`src/rtl/alu_share_ctrl_pkg.sv`:
```
// Shared ALU definitions: operation codes, data widths and the operand bundle.
package alu_share_ctrl_pkg;

    localparam int unsigned XLEN    = 32;
    localparam int unsigned SEL_W   = 4;
    localparam int unsigned SHAMT_W = 5;

    typedef enum logic [SEL_W-1:0] {
        ALU_ADD  = 4'd0,
        ALU_SUB  = 4'd1,
        ALU_AND  = 4'd2,
        ALU_OR   = 4'd3,
        ALU_XOR  = 4'd4,
        ALU_SLL  = 4'd5,
        ALU_SRL  = 4'd6,
        ALU_SRA  = 4'd7,
        ALU_SLT  = 4'd8,
        ALU_SLTU = 4'd9,
        ALU_JALR = 4'd10
    } alu_op_e;

    typedef struct packed {
        logic [XLEN-1:0]  a;
        logic [XLEN-1:0]  b;
        logic [SEL_W-1:0] sel;
    } alu_req_t;

endpackage

```
`src/rtl/alu.sv`:
```
// Combinational ALU; codes outside the defined set produce zero.
module alu
    import alu_share_ctrl_pkg::*;
(
    input  logic [XLEN-1:0]  a,
    input  logic [XLEN-1:0]  b,
    input  logic [SEL_W-1:0] sel,
    output logic [XLEN-1:0]  result_c
);

    logic [SHAMT_W-1:0] shamt_c;
    logic [XLEN-1:0]    sum_c;

    assign shamt_c = b[SHAMT_W-1:0];
    assign sum_c   = a + b;

    // Operation decode
    always_comb begin
        result_c = '0;
        case (sel)
            ALU_ADD:  result_c = sum_c;
            ALU_SUB:  result_c = a - b;
            ALU_AND:  result_c = a & b;
            ALU_OR:   result_c = a | b;
            ALU_XOR:  result_c = a ^ b;
            ALU_SLL:  result_c = a << shamt_c;
            ALU_SRL:  result_c = a >> shamt_c;
            ALU_SRA:  result_c = $unsigned($signed(a) >>> shamt_c);
            ALU_SLT:  result_c = XLEN'($signed(a) < $signed(b));
            ALU_SLTU: result_c = XLEN'(a < b);
            ALU_JALR: result_c = {sum_c[XLEN-1:1], 1'b0};
            default:  result_c = '0;
        endcase
    end

endmodule

```
`src/rtl/alu_share_ctrl.sv`:
```
// Two-requester front end sharing one ALU with a single-entry result slot.
module alu_share_ctrl
    import alu_share_ctrl_pkg::*;
#(
    parameter int unsigned FIXED_PRIO = 0,
    parameter int unsigned CNT_W      = 16
) (
    input  logic             clk,
    input  logic             rst_n,
    input  logic             req0_valid,
    output logic             req0_ready,
    input  logic [XLEN-1:0]  req0_a,
    input  logic [XLEN-1:0]  req0_b,
    input  logic [SEL_W-1:0] req0_sel,
    input  logic             req1_valid,
    output logic             req1_ready,
    input  logic [XLEN-1:0]  req1_a,
    input  logic [XLEN-1:0]  req1_b,
    input  logic [SEL_W-1:0] req1_sel,
    output logic             rsp_valid,
    input  logic             rsp_ready,
    output logic             rsp_id,
    output logic [XLEN-1:0]  rsp_data,
    output logic [CNT_W-1:0] acc_cnt0,
    output logic [CNT_W-1:0] acc_cnt1
);

    localparam logic PRIO0 = (FIXED_PRIO != 0);

    logic            last_gnt;
    logic            gnt0_c;
    logic            gnt1_c;
    logic            slot_free_c;
    logic            acc0_c;
    logic            acc1_c;
    alu_req_t        op_c;
    logic [XLEN-1:0] alu_y_c;

    // Grant from valids and last grant; accept needs a free result slot
    always_comb begin
        gnt0_c      = req0_valid & (~req1_valid | PRIO0 | last_gnt);
        gnt1_c      = req1_valid & ~gnt0_c;
        slot_free_c = ~rsp_valid | rsp_ready;
        acc0_c      = gnt0_c & slot_free_c;
        acc1_c      = gnt1_c & slot_free_c;
    end

    // Readies forced low while reset is held
    assign req0_ready = acc0_c & rst_n;
    assign req1_ready = acc1_c & rst_n;

    // Grant-selected operand mux into the shared ALU
    always_comb begin
        op_c = gnt1_c ? '{a: req1_a, b: req1_b, sel: req1_sel}
                      : '{a: req0_a, b: req0_b, sel: req0_sel};
    end

    alu u_alu (
        .a        (op_c.a),
        .b        (op_c.b),
        .sel      (op_c.sel),
        .result_c (alu_y_c)
    );

    // Result slot: load on accept, drain when consumed, hold under backpressure
    always_ff @(posedge clk or negedge rst_n) begin
        if (!rst_n) begin
            rsp_valid <= 1'b0;
            rsp_id    <= 1'b0;
            rsp_data  <= '0;
        end else if (acc0_c || acc1_c) begin
            rsp_valid <= 1'b1;
            rsp_id    <= acc1_c;
            rsp_data  <= alu_y_c;
        end else if (rsp_ready) begin
            rsp_valid <= 1'b0;
        end
    end

    // Round-robin pointer tracks the most recent accept
    always_ff @(posedge clk or negedge rst_n) begin
        if (!rst_n) begin
            last_gnt <= 1'b0;
        end else if (acc0_c || acc1_c) begin
            last_gnt <= acc1_c;
        end
    end

    // Per-requester accept counters, wrapping naturally
    always_ff @(posedge clk or negedge rst_n) begin
        if (!rst_n) begin
            acc_cnt0 <= '0;
            acc_cnt1 <= '0;
        end else begin
            if (acc0_c) acc_cnt0 <= acc_cnt0 + CNT_W'(1);
            if (acc1_c) acc_cnt1 <= acc_cnt1 + CNT_W'(1);
        end
    end

endmodule
```
`config.mk`:
```
export PLATFORM = sky130hd
export DESIGN_NAME = alu_share_ctrl
export DESIGN_NICKNAME = d
export VERILOG_FILES = /design/src/rtl/alu_share_ctrl_pkg.sv /design/src/rtl/alu.sv /design/src/rtl/alu_share_ctrl.sv
export SDC_FILE = /design/constraint.sdc
export NUM_CORES = 1
export LEC_CHECK = 0
export ABC_CLOCK_PERIOD_IN_PS = 6800
export CAP_MARGIN = 10
export CORE_MARGIN = 8
export CORE_UTILIZATION = 56
export DETAILED_ROUTE_END_ITERATION = 8
export PLACE_DENSITY = 0.83
export SYNTH_ARGS = -nofsm -noshare
export SYNTH_HDL_FRONTEND = slang
export SYNTH_HIERARCHICAL = 1
export SYNTH_SLANG_ARGS = --single-unit
```
`constraint.sdc`:
```
create_clock -name clk -period 6.8 [get_ports clk]
set_clock_uncertainty 0.15 [all_clocks]
set_input_delay 1.36 -clock clk [delete_from_list [all_inputs] [get_ports clk]]
set_output_delay 1.36 -clock clk [all_outputs]
set_load 0.03 [all_outputs]
```
### Word level (Yosys, flattened, before mapping)

Index checks and enable logic that the tools add are counted.

* add/subtract/negate cells: 4
* magnitude comparators: 2
* equality and inequality tests: 10
* shift operators: 3
* mux-type cells: 4
* bitwise operators: 14
* reduce and logical (&&, ||, !) cells: 3

Operators by type and width (count)
* 32-bit case mux with 11 select lines: 1
* 68-bit 2-to-1 mux: 1
* 32-bit < comparator: 2
* 16-bit by 1-bit adder with 16-bit output, second input constant: 2
* 32-bit adder: 1
* 32-bit AND: 1
* 32-bit bitwise OR: 1
* 32-bit by 5-bit << shifter with 32-bit output: 1
* 32-bit by 5-bit right shift with 32-bit output: 1
* 32-bit by 5-bit >>> shifter with 32-bit output: 1
* 32-bit subtractor: 1
* 32-bit bitwise XOR: 1
* 4-bit by 3-bit == test with 1-bit output, second input constant: 4
* 4-bit == test, second input constant: 3
* 4-bit by 2-bit == test with 1-bit output, second input constant: 2
* 1-bit AND: 6
* 4-bit by 1-bit == test with 1-bit output, second input constant: 1
* 4-bit zero test: 1
* 1-bit inverter: 3
* 1-bit 2-to-1 mux: 2
* 1-bit bitwise OR: 2
* 2-bit nonzero test: 1
* 1-bit logical OR: 1

* register bits after elaboration: 66
* input port bits: 141
* output and inout bits: 68
* logic and storage cells: 45

### Logic depth before layout (Yosys ltp)

* depth in word-level cells: 8
* depth in mapped cells: 22
* mapped depth without buffers: 16

### Modules after synthesis

Netlist, hierarchy kept.

Modules (own cells, without submodules)
* alu: times used 1, cells an instance 1386, area each 9127.5 µm², seq. area each 0.0 µm²
* alu_share_ctrl: times used 1, cells an instance 420, area each 3584.7 µm², seq. area each 1651.6 µm²

### Worst setup path after synthesis

No wires, ideal clock.

* path type: input port to flip-flop
* from: input port req1_valid
* to: register rsp_data[22]
* library setup time: 0.125 ns
* data arrival time: 5.765 ns
* data required time: 6.525 ns
* setup slack: 0.761 ns
* stages on the path: 22
* buffers on the path: 7
* cells stage by stage: a21bo_1 > buf_6 > clkbuf_1 > nand2_1 > nand2_1 > clkbuf_1 > inv_1 > clkbuf_1 > clkbuf_1 > clkbuf_1 > ha_1 > buf_2 > o21ai_0 > nor2_1 > o32a_4 > a221oi_4 > o31ai_2 > a221o_1 > a21oi_2 > o221a_2 > o21ai_1 > mux2_2

RTL lines
* start, declared: RTL line alu_share_ctrl.sv:15 `input logic req1_valid,`
* end signal, assigned: RTL line alu_share_ctrl.sv:74 `rsp_data <= alu_y_c;`
* end, declared: RTL line alu_share_ctrl.sv:23 `output logic [XLEN-1:0] rsp_data,`

==> impl_metrics.yaml <==
outcome:
  outcome: "complete, no violations"
sta:
  setup_viol: 0
  worst_slack_ns: 0.599
  slew_headroom: 0.440
  fmax_mhz: 161
  rsz0062_at_grt: "no"
  post-route-min-period_ns: 6.20
  fin_crit_sh: 0.912
  final.setup.tns_ns: 0
  tightest_slew_ns: 0.831
  final-max-slew-violation-count: 0
  finalHoldViolations: 0
cells_and_area:
  nFillCells: 1886
  drive_gt1_frac: 0.107
  syn2layout_area_growth_pct: 23.3
  antennaDiodeCount: 0
  fin_nets: 2233
  final_cells: 2281
  utilization: 0.698
setup_path:
  critical_path_peak_fanout: 21
  reg2reg_slack_ns: 1.77
  worst_ep_arrival_time_ns: 6.27
  required_ns: 6.87
  startpoint_type: "input pin"
  end_kind: "register"
  path_class: "in2reg"
  r2r_cells: 16
  timing.rr.end: "rsp_data[28]"
  worstReg2RegStart: "last_gnt"
grt:
  grt_pass1_vias: 15200
  grt_pass1_wl_mm: 89.2
  antenna_found_initial: 2
  grt_overflow: 0
  grt_max_degree: 83
  grt_usage: 0.403
power:
  ir_drop_mv: 0.224
  switching_share: 0.517
  p_clk_frac: 0.130
  power_frac_seq: 0.156
  switching_power_w: 0.00205
  cellLeakagePower_nw: 6.99
  p_int_w: 0.00191
  cellPowerDensity_nw_per_um2: 253
  combPwrFrac: 0.713
route:
  routed_wl_mm: 58.1
  drc: 0
  drt_iter0_markers: 2433
  vias_per_cell: 6.89
  vias: 15700
  wl_per_cell_um: 25.5
  antenna_left: 0
  drtPass1Iterations: 6
floorplanning:
  start_util: 0.567
  die_w_um: 167
  die_y_um: 167
  die-area_um2: 27800
  num_io_pins: 209
  core_area_um2: 22400
  rows: 55
place:
  post-place-cells: 2265
  port_buffers: 208
  gp_congestion: 1.12
  dp_hpwl_mm: 44.4
  place_ws_ns: 0.551
logic_synthesis:
  syn_inst: 1806
  synth_area_leader_cell: "dfrtp_1"
  synth_top_area_share: 0.130
  ys_ff_latch: 66
  syn-num-nets: 2048
  synth_ff_type: "dfrtp_1"
  synth_warnings: 6
  synth.yosys.seq_area_share: 0.130
  syn_area_um2: 12700
  synthTopCellsByArea: "dfrtp_1 (13%), nand2_1 (10%), ha_1 (9.7%)"
  synth.most_common_cell: "nand2_1"
  syn_area_per_cell_um2: 7.04
  ys_types: 94
  postSynth.asyncResetShare: 1.00
  synth-edff-count: 0
  synth_common_cells: "nand2_1 (342), nor2_1 (168), a21oi_1 (150)"
clock_network:
  post_cts_buffers: 0
  clockBufferDepth: 2
  cts_resized: 0
  clk_latency_ns: 0.34
  clk_pin_slew_ns: 0.06
  tritoncts: "built"
  ctsHoldBuffers: 0
  cts_sinks: 66
  cts-root-buf: "clkbuf_16"
  cts-htree-levels: 3
  cts-buffers-inserted: 9
worst_hold_path:
  hp-start: "acc_cnt0[15]"
  whs_path_depth: 1
  holdPathEnd: "acc_cnt0[15]"
  min_path_type: "reg2reg"
flow_run:
  max_cap_violations: 0
[state kept, by name (all words and copies together), names as in the netlist]
register / flops
acc_cnt0: 16
rsp_valid: 1
acc_cnt1: 16
last_gnt: 1
rsp_data: 32
[area by class of cell]
type / instances / area, um2 / share of cell area
timing repair buffer: 304 / 2840 / 0.181
clock buffer: 9 / 225 / 0.0144
multi-input combinational: 1512 / 10100 / 0.647
sequential: 66 / 1650 / 0.105
tap: 285 / 357 / 0.0228
clock inverter: 7 / 100 / 0.00639
inverter: 98 / 368 / 0.0235
[power groups by stage]
stage	sequential (W)	combinational, W	clock (W)
after floorplan	0.000851	0.00146	0
after global placement	0.000615	0.00267	0
after detailed placement	0.000622	0.00270	0
after CTS	0.000618	0.00272	0.000521
after global routing	0.000635	0.00297	0.000543
final	0.000620	0.00283	0.000516
[worst max-delay path, stage by stage]
cell	delay, ns
clkdlybuf4s50_1	0.62
a21bo_2	0.53
nand2_1	0.10
nand2_1	0.19
inv_1	0.11
ha_1	0.25
fa_1	0.42
o21ba_2	0.24
o211ai_1	0.48
a21oi_1	0.19
o211ai_1	0.40
a311o_1	0.40
o31ai_1	0.11
a311o_1	0.37
o2111ai_1	0.11
nand3_1	0.09
mux2_2	0.28
[worst max path at each step]
stage | start | to | slack, ns
after floorplan | req1_valid | rsp_data[22] | 0.76
after global placement | req0_valid | rsp_data[29] | 0.54
after detailed placement | req0_valid | rsp_data[29] | 0.55
after CTS | req0_valid | rsp_data[29] | 0.86
after global routing | req0_valid | rsp_data[29] | 0.38
final | req0_valid | rsp_data[28] | 0.60
[cells by family after synthesis]
family / share of synthesized area
XOR/XNOR: 0.0282
buffers and inverters: 0.0764
AO/OA/AOI/OAI: 0.272
AND/OR/NAND/NOR: 0.247
adder cells (fa/ha/maj): 0.101
flip-flops: 0.130
multiplexers: 0.146
[routing by layer]
layer	vias up	GRT usage	part of all wire	wire length, um
met5	-	0	0.00024	14
met3	326	0.120	0.13	7420
met1	7182	0.484	0.36	21100
li1	6876	-	-	-
met2	1319	0.617	0.43	25000
met4	2	0.271	0.078	4550
[through the flow]
step | hold slack (ns) | area, um2 | total power, W
CTS | 0.328 | 15700 | 0.00386
detailed placement | 0.315 | 15300 | 0.00332
global placement | 0.311 | 15300 | 0.00328
floorplan | 0.504 | 12700 | 0.00231
finish | 0.325 | 15700 | 0.00396
global route | 0.335 | 15700 | 0.00414
[layout by cell type (no fill, tap or decap), types with 50 or more instances in the layout]
| cell type | count |
|---|---|
| mux2_2 | 50 |
| nand2_1 | 338 |
| mux2i_1 | 63 |
| dfrtp_1 | 66 |
| ha_1 | 99 |
| a21oi_1 | 150 |
| clkdlybuf4s50_1 | 207 |
| nor2_1 | 168 |
| buf_4 | 93 |
| o21ai_0 | 105 |
| inv_1 | 94 |
Note: power is estimated with default switching activity, not from simulation.
